===== config.mk =====
export PLATFORM = sky130hd
export DESIGN_NAME = bram_access_ctrl_flat
export DESIGN_NICKNAME = d
export VERILOG_FILES = /design/src/rtl/bram_access_ctrl_if.sv /design/src/rtl/bram_access_ctrl.sv /design/src/flat_wrapper.sv
export SDC_FILE = /design/constraint.sdc
export NUM_CORES = 1
export LEC_CHECK = 0
export ABC_AREA = 1
export ABC_CLOCK_PERIOD_IN_PS = 4000
export BUFFER_PORTS_ARGS = -buffer_cell sky130_fd_sc_hd__buf_2
export CAP_MARGIN = 20
export CORE_AREA = 8 8 205 207
export DETAILED_ROUTE_END_ITERATION = 10
export DIE_AREA = 0 0 213 215
export GPL_TIMING_DRIVEN = 0
export SYNTH_ARGS = -nofsm -noshare
export SYNTH_HDL_FRONTEND = slang
export SYNTH_SLANG_ARGS = --single-unit

===== constraint.sdc =====
create_clock -name clk -period 4 [get_ports clk]
set_input_delay 1 -clock clk [delete_from_list [all_inputs] [get_ports clk]]
set_output_delay 1 -clock clk [all_outputs]
set_load 0.05 [all_outputs]

===== src/rtl/bram_access_ctrl_if.sv =====
// Datapath-side request/stream bundle of the vector BRAM access controller.
// The controller uses the slave modport; the SIMD datapath uses the master modport.
interface bram_access_ctrl_if #(
  parameter int DATA_WIDTH = 128,
  parameter int AW         = 8,
  parameter int LEN_W      = 4
);
  logic                  req_valid;
  logic                  req_ready;
  logic                  req_we;
  logic [AW-1:0]         req_addr;
  logic [LEN_W-1:0]      req_len;
  logic [DATA_WIDTH-1:0] wdata;
  logic                  wdata_valid;
  logic                  wdata_ready;
  logic [DATA_WIDTH-1:0] rdata;
  logic                  rdata_valid;
  logic                  done;
  logic                  busy;

  modport slave (
    input  req_valid, req_we, req_addr, req_len, wdata, wdata_valid,
    output req_ready, wdata_ready, rdata, rdata_valid, done, busy
  );

  modport master (
    output req_valid, req_we, req_addr, req_len, wdata, wdata_valid,
    input  req_ready, wdata_ready, rdata, rdata_valid, done, busy
  );
endinterface


===== src/rtl/bram_access_ctrl.sv =====
// Burst load/store sequencer for a single-port vector BRAM with 1-cycle registered read latency.
// Streams write beats in, read beats out, and pulses done on the first idle cycle after a burst.
module bram_access_ctrl #(
  parameter int DATA_WIDTH = 128,
  parameter int DEPTH      = 256,
  parameter int LEN_W      = 4,
  localparam int AW        = $clog2(DEPTH)
) (
  input  logic                  clk,
  input  logic                  rst,
  bram_access_ctrl_if.slave     dp,
  output logic [AW-1:0]         mem_addr,
  output logic [DATA_WIDTH-1:0] mem_data_in,
  output logic                  mem_we,
  output logic                  mem_re,
  input  logic [DATA_WIDTH-1:0] mem_data_out
);

  localparam logic [1:0] IDLE  = 2'd0;
  localparam logic [1:0] WRITE = 2'd1;
  localparam logic [1:0] READ  = 2'd2;
  localparam logic [1:0] DRAIN = 2'd3;

  logic [1:0]       state_q, state_d;
  logic [AW-1:0]    base_q;
  logic [LEN_W-1:0] len_q;
  logic [LEN_W-1:0] beat_q;
  logic             pend_q;
  logic             done_q;

  logic             accept;
  logic             last_beat;
  logic [AW-1:0]    beat_addr;

  assign accept    = dp.req_valid && (state_q == IDLE);
  assign last_beat = (beat_q == len_q);
  // Wraps modulo DEPTH by truncation to AW bits.
  assign beat_addr = base_q + AW'(beat_q);

  always_comb begin
    state_d = state_q;
    case (state_q)
      IDLE:    if (accept) state_d = dp.req_we ? WRITE : READ;
      WRITE:   if (dp.wdata_valid && last_beat) state_d = IDLE;
      READ:    if (last_beat) state_d = DRAIN;
      DRAIN:   state_d = IDLE;
      default: state_d = IDLE;
    endcase
  end

  always_ff @(posedge clk or posedge rst) begin
    if (rst) begin
      state_q <= IDLE;
      base_q  <= '0;
      len_q   <= '0;
      beat_q  <= '0;
      pend_q  <= 1'b0;
      done_q  <= 1'b0;
    end else begin
      state_q <= state_d;
      pend_q  <= mem_re;
      done_q  <= (state_q != IDLE) && (state_d == IDLE);
      if (accept) begin
        base_q <= dp.req_addr;
        len_q  <= dp.req_len;
        beat_q <= '0;
      end else if ((state_q == WRITE && dp.wdata_valid) || state_q == READ) begin
        beat_q <= beat_q + LEN_W'(1);
      end
    end
  end

  always_comb begin
    mem_we      = (state_q == WRITE) && dp.wdata_valid;
    mem_re      = (state_q == READ);
    mem_addr    = (state_q == WRITE || state_q == READ) ? beat_addr : '0;
    mem_data_in = (state_q == WRITE) ? dp.wdata : '0;
  end

  assign dp.req_ready   = (state_q == IDLE);
  assign dp.wdata_ready = (state_q == WRITE);
  assign dp.busy        = (state_q != IDLE);
  assign dp.done        = done_q;
  assign dp.rdata_valid = pend_q;
  assign dp.rdata       = mem_data_out;

endmodule


===== src/flat_wrapper.sv =====
// flat-port wrapper written by rule: the top's interface ports become plain ports
module bram_access_ctrl_flat 
#(
  parameter int DATA_WIDTH = 128,
  parameter int DEPTH      = 256,
  parameter int LEN_W      = 4,
  localparam int AW        = $clog2(DEPTH)
)
  (clk, rst, mem_addr, mem_data_in, mem_we, mem_re, mem_data_out, dp_req_valid, dp_req_we, dp_req_addr, dp_req_len, dp_wdata, dp_wdata_valid, dp_req_ready, dp_wdata_ready, dp_rdata, dp_rdata_valid, dp_done, dp_busy);
  bram_access_ctrl_if #(.DATA_WIDTH(DATA_WIDTH), .AW((8)), .LEN_W(LEN_W)) dp_i ();
  input  logic clk;
  input  logic rst;
  output logic [AW-1:0] mem_addr;
  output logic [DATA_WIDTH-1:0] mem_data_in;
  output logic mem_we;
  output logic mem_re;
  input  logic [DATA_WIDTH-1:0] mem_data_out;
  input wire logic [$bits(dp_i.req_valid)-1:0] dp_req_valid;
  input wire logic [$bits(dp_i.req_we)-1:0] dp_req_we;
  input wire logic [$bits(dp_i.req_addr)-1:0] dp_req_addr;
  input wire logic [$bits(dp_i.req_len)-1:0] dp_req_len;
  input wire logic [$bits(dp_i.wdata)-1:0] dp_wdata;
  input wire logic [$bits(dp_i.wdata_valid)-1:0] dp_wdata_valid;
  output wire logic [$bits(dp_i.req_ready)-1:0] dp_req_ready;
  output wire logic [$bits(dp_i.wdata_ready)-1:0] dp_wdata_ready;
  output wire logic [$bits(dp_i.rdata)-1:0] dp_rdata;
  output wire logic [$bits(dp_i.rdata_valid)-1:0] dp_rdata_valid;
  output wire logic [$bits(dp_i.done)-1:0] dp_done;
  output wire logic [$bits(dp_i.busy)-1:0] dp_busy;
  assign dp_i.req_valid = dp_req_valid;
  assign dp_i.req_we = dp_req_we;
  assign dp_i.req_addr = dp_req_addr;
  assign dp_i.req_len = dp_req_len;
  assign dp_i.wdata = dp_wdata;
  assign dp_i.wdata_valid = dp_wdata_valid;
  assign dp_req_ready = dp_i.req_ready;
  assign dp_wdata_ready = dp_i.wdata_ready;
  assign dp_rdata = dp_i.rdata;
  assign dp_rdata_valid = dp_i.rdata_valid;
  assign dp_done = dp_i.done;
  assign dp_busy = dp_i.busy;
  bram_access_ctrl #(.DATA_WIDTH(DATA_WIDTH), .DEPTH(DEPTH), .LEN_W(LEN_W)) u_core (.clk(clk), .rst(rst), .dp(dp_i), .mem_addr(mem_addr), .mem_data_in(mem_data_in), .mem_we(mem_we), .mem_re(mem_re), .mem_data_out(mem_data_out));
endmodule

# Word-level counts from Yosys, hierarchy flattened
# Index checks and enable logic that the tools add are counted.
# word_totals
ff_bits	20
output_inout_bits	271
# op_classes
addsub	2
eq_ne	4
mux	9
reduce_logical	10
# ops
cell	count
two-way mux 128 bit	1
adder 8 x 4 -> 8 bit	1
two-way mux 2 bit	4
two-way mux 4 bit	2
two-way mux 8 bit	1
one-hot mux 2 bit (4 select lines)	1
adder 4 x 1 -> 4 bit, second input constant	1
== test 2 bit, second input constant	2
== test 4 bit	1
logical AND 1 bit	4
logical NOT 2 bit	2
nonzero test 2 bit	2
== test 2 x 1 -> 1 bit, second input constant	1
logical OR 1 bit	2

# Depth between registers and ports, before layout
# logic_depth
depth_word	6
depth_mapped	9
mapped_depth_nobuf	9

# Least setup slack after synthesis
# OpenSTA, ideal clock, no wires.
# synth_path
kind	reg2out
startpoint	register u_core.beat_q[0]
endpoint	output port mem_addr[4]
arrival_time_ns	2.076
path_slack_ns	0.924
path_stages_with_launch	9
n_path_buf	0
cell_sequence	dfrtp_1 -> ha_1 -> inv_1 -> fa_1 -> inv_1 -> nand3_1 -> nand2_1 -> o21ai_0 -> a21oi_1
# synth_between
elab_chain_cells	2
# synth_rtl
item	line	text
start: declaration	bram_access_ctrl.sv:27	logic [LEN_W-1:0] beat_q;
start signal: assignment	bram_access_ctrl.sv:68	beat_q <= beat_q + LEN_W'(1);
adder 8 x 4 -> 8 bit	bram_access_ctrl.sv:38	assign beat_addr = base_q + AW'(beat_q);
two-way mux 8 bit	bram_access_ctrl.sv:76	mem_addr = (state_q == WRITE || state_q == READ) ? beat_addr : '0;
end: declaration	flat_wrapper.sv:13	output logic [AW-1:0] mem_addr;
# No other way between the ends.

# Final worst setup path
# Ends and elaborated chain as after synthesis.

==> run summary <==
## Placed design
• 1502 — total instance count after detailed placement
• 25800 um — half-perimeter wire length after detailed placement
• 1.02 ns — minimum setup slack after placement
• 1.05 — weighted congestion reported at the end of routability-driven placement
• 415 — number of port buffers

## Finish
• 15.6% — final core utilization
• sky130_fd_sc_hd__buf_2 — leading cell type in the layout, fill and taps excluded
• sky130_fd_sc_hd__buf_2, sky130_fd_sc_hd__nand2_1, sky130_fd_sc_hd__inv_1 — highest-count cells in the layout ignoring fill and taps
• 88.8% — area growth from synthesis to layout
• 58.9% — share of final-layout standard cells stronger than drive strength 1
• 4492 — layout filler cell count
• 1265 — # nets final
• 1516 — final cell count without fillers

## Outcome
• complete, no violations — status

## Global route
• 12.7% — met1 capacity usage during global routing
• 36400 um — global-route wire length before repair
• 21 — maximum number of pins on one net before global-route repair
• met2 — most congested layer reported by global routing
• 0 — total global routing overflow
• 19.0% — global-route met2 utilization
• 12 — antenna violations before repair
• 4686 — vias in the first global route
• 4.89% — met3 Usage GRT
• 11.0% — GRT Overall Usage

## Route
• 306 — number of DRC markers in iteration 0
• 0 — DRC viols
• 0 — Routed Antenna Nets
• 5 — number of search-and-repair iterations in the first detailed-routing pass
• 18.4 um — routed wirelength normalized by instance count
• 3.13 — vias per inst
• 27900 um — Total Wirelength
• 4751 — total via count in the routed design

## Critical path
• primary output — crit path capture type
• 3.00 ns — Data required, critical path
• 7 — worst reg-to-reg path cell count
• 2.37 ns — flop2flop setup slack
• mem_addr[4] — crit path capture
• u_core.len_q[2] — R2R Path End
• 5 — Worst Path Max Fanout
• u_core.beat_q[0] — CP startpoint
• 2.30 ns — Worst Path Arrival
• flip-flop to primary output — startpoint-to-endpoint class of the critical path
• u_core.state_q[0] — launch point of the worst reg-to-reg path
• flip-flop — CP startpoint kind

## Synth
• 0 — number of warnings issued by yosys
• 3220 um2 — post-synth design cell area
• sky130_fd_sc_hd__buf_4, sky130_fd_sc_hd__nand2_1, sky130_fd_sc_hd__inv_1, sky130_fd_sc_hd__dfrtp_1, sky130_fd_sc_hd__ha_1 — cell types with the largest area share after synthesis
• 20 — synthesis-stage register bit count
• 21 — post-synth cell types
• 562 — cell count after synthesis
• 30.3% — post-synth top area share
• 5.74 um2 — syn_area_per_cell
• sky130_fd_sc_hd__buf_4 — library cell with the largest summed area after synthesis
• 15.5% — part of the Yosys area used for sequential elements
• 845 — net count after synthesis

## Die
• 73 — # rows
• 215 um — height of the die
• 213 um — horizontal extent of the die
• 39000 um2 — Std-Cell Core Area
• 8.27% — initial core utilization
• 544 — number of top-level pins
• 45800 um2 — die area

## Clock tree
• 1 — H-tree depth
• 0 — hold bufs inserted after CTS
• 0.06 ns — CTS clock-pin slew for the worst setup and hold paths
• 0 — Post CTS Setup Buffer Count
• sky130_fd_sc_hd__clkbuf_16 — Root Driver
• 20 — total clock sinks
• 0.26 ns — clock network latency to the later pin of the worst-skew pair
• 0 — count of cells resized by post-cts repair
• 3 — number of buffers created by CTS
• done — clock tree from TritonCTS
• 2 — Max clock buf depth

## STA
• 0 — pins over their slew limit
• 42.2% — worst slew slack as a fraction of its limit
• 0 — Final Hold Viols
• 3.30 ns — final period demand of the worst path
• false — setup repair after global routing missed its margin
• 0.703 ns — PnR worst setup slack
• 0.00339 ns — Layout Skew
• 82.4% — final critical-path share of the clock period
• 0.866 ns — transition at the pin with the smallest max-transition slack
• 0.303 GHz — maximum achievable frequency
• 0 — final setup violating endpoints
• 0 ns — sum of negative setup slack

## Pwr
• 0.404 mV — Worst VDD drop
• 4.56 nW — leakage
• 626 nW/um2 — power density over the cells

## Flow run
• 0 — number of max-cap violations

## Hold path
• flip-flop to flip-flop — Worst Hold Class

synthesized netlist by cell type:
library cell / count
sky130_fd_sc_hd__a21oi_1: 9
sky130_fd_sc_hd__a31oi_1: 1
sky130_fd_sc_hd__buf_2: 16
sky130_fd_sc_hd__buf_4: 130
sky130_fd_sc_hd__dfrtp_1: 20
sky130_fd_sc_hd__fa_1: 1
sky130_fd_sc_hd__ha_1: 9
sky130_fd_sc_hd__inv_1: 148
sky130_fd_sc_hd__inv_2: 5
sky130_fd_sc_hd__nand2_1: 179
sky130_fd_sc_hd__nand2_2: 3
sky130_fd_sc_hd__nand3_1: 10
sky130_fd_sc_hd__nand3_2: 1
sky130_fd_sc_hd__nand4_1: 2
sky130_fd_sc_hd__nor2_1: 7
sky130_fd_sc_hd__nor2_2: 3
sky130_fd_sc_hd__o211ai_1: 1
sky130_fd_sc_hd__o211ai_2: 1
sky130_fd_sc_hd__o21ai_0: 10
sky130_fd_sc_hd__o21ai_1: 5
sky130_fd_sc_hd__or2_1: 1
power by group:
group	switching (mW)	internal (mW)
Clock	0.0879	0.199
Sequential	0.0591	0.285
Combinational	2.47	0.708
Total	2.62	1.19
worst max-delay path, stage by stage, from the launching register on:
cell,delay [ns]
sky130_fd_sc_hd__dfrtp_1,0.44
sky130_fd_sc_hd__ha_1,0.24
sky130_fd_sc_hd__inv_1,0.07
sky130_fd_sc_hd__fa_1,0.36
sky130_fd_sc_hd__inv_1,0.10
sky130_fd_sc_hd__nand3_1,0.07
sky130_fd_sc_hd__nand2_1,0.13
sky130_fd_sc_hd__o21ai_0,0.09
sky130_fd_sc_hd__a21oi_1,0.20
sky130_fd_sc_hd__buf_2,0.33
worst min-delay path by stage:
stage	start	end	depth (start not counted)
after floorplan	u_core.base_q[0]	u_core.base_q[0]	2
after global placement	u_core.base_q[0]	u_core.base_q[0]	2
after detailed placement	u_core.base_q[0]	u_core.base_q[0]	2
after CTS	u_core.base_q[0]	u_core.base_q[0]	2
after global routing	u_core.base_q[3]	u_core.base_q[3]	2
final	u_core.base_q[0]	u_core.base_q[0]	2
stage by stage:
| step | power [mW] | hold WS [ns] | cell area (um2) |
|---|---|---|---|
| 3_3_place_gp | 3.53 | 0.473 | 5960 |
| 5_1_grt | 4.04 | 0.534 | 6070 |
| 6_report | 3.81 | 0.509 | 6090 |
| 3_5_place_dp | 3.55 | 0.485 | 5960 |
| 2_1_floorplan | 2.73 | 0.453 | 3220 |
| 4_1_cts | 3.85 | 0.502 | 6060 |
state kept, by name, summed over array words and instances (netlist names):
register	flops
u_core.base_q	8
u_core.beat_q	4
u_core.dp.done	1
u_core.dp.rdata_valid	1
u_core.len_q	4
u_core.state_q	2
cells by family after synthesis:
logic type                 Yosys count  synth area share, %
AOI/OAI and AO/OA                   27                 4.54
DFF                                 20                 15.5
and+or+nand+nor                    206                 25.3
adders and majority gates           10                 4.11
buffers and inverters              299                 50.6
per-layer routing:
metal	share of wire, %	vias to the layer above
li1	-	2299
met1	38	2125
met2	47	288
met3	13	29
met4	1.2	10
met5	0.23	-
cell type report:
| class | instances | area (um2) | area share [%] |
|---|---|---|---|
| Clock inverter | 1 | 30.0 | 0.493 |
| Timing Repair Buffer | 415 | 2080 | 34.1 |
| Tap cell | 525 | 657 | 10.8 |
| Buffer | 146 | 1060 | 17.3 |
| Antenna cell | 10 | 25.0 | 0.411 |
| Multi-Input combinational cell | 243 | 1090 | 18.0 |
| Inverter | 153 | 574 | 9.43 |
| Sequential cell | 20 | 500 | 8.22 |
| Clock buffer | 3 | 75.1 | 1.23 |
Note: power is estimated with default switching activity, not from simulation.
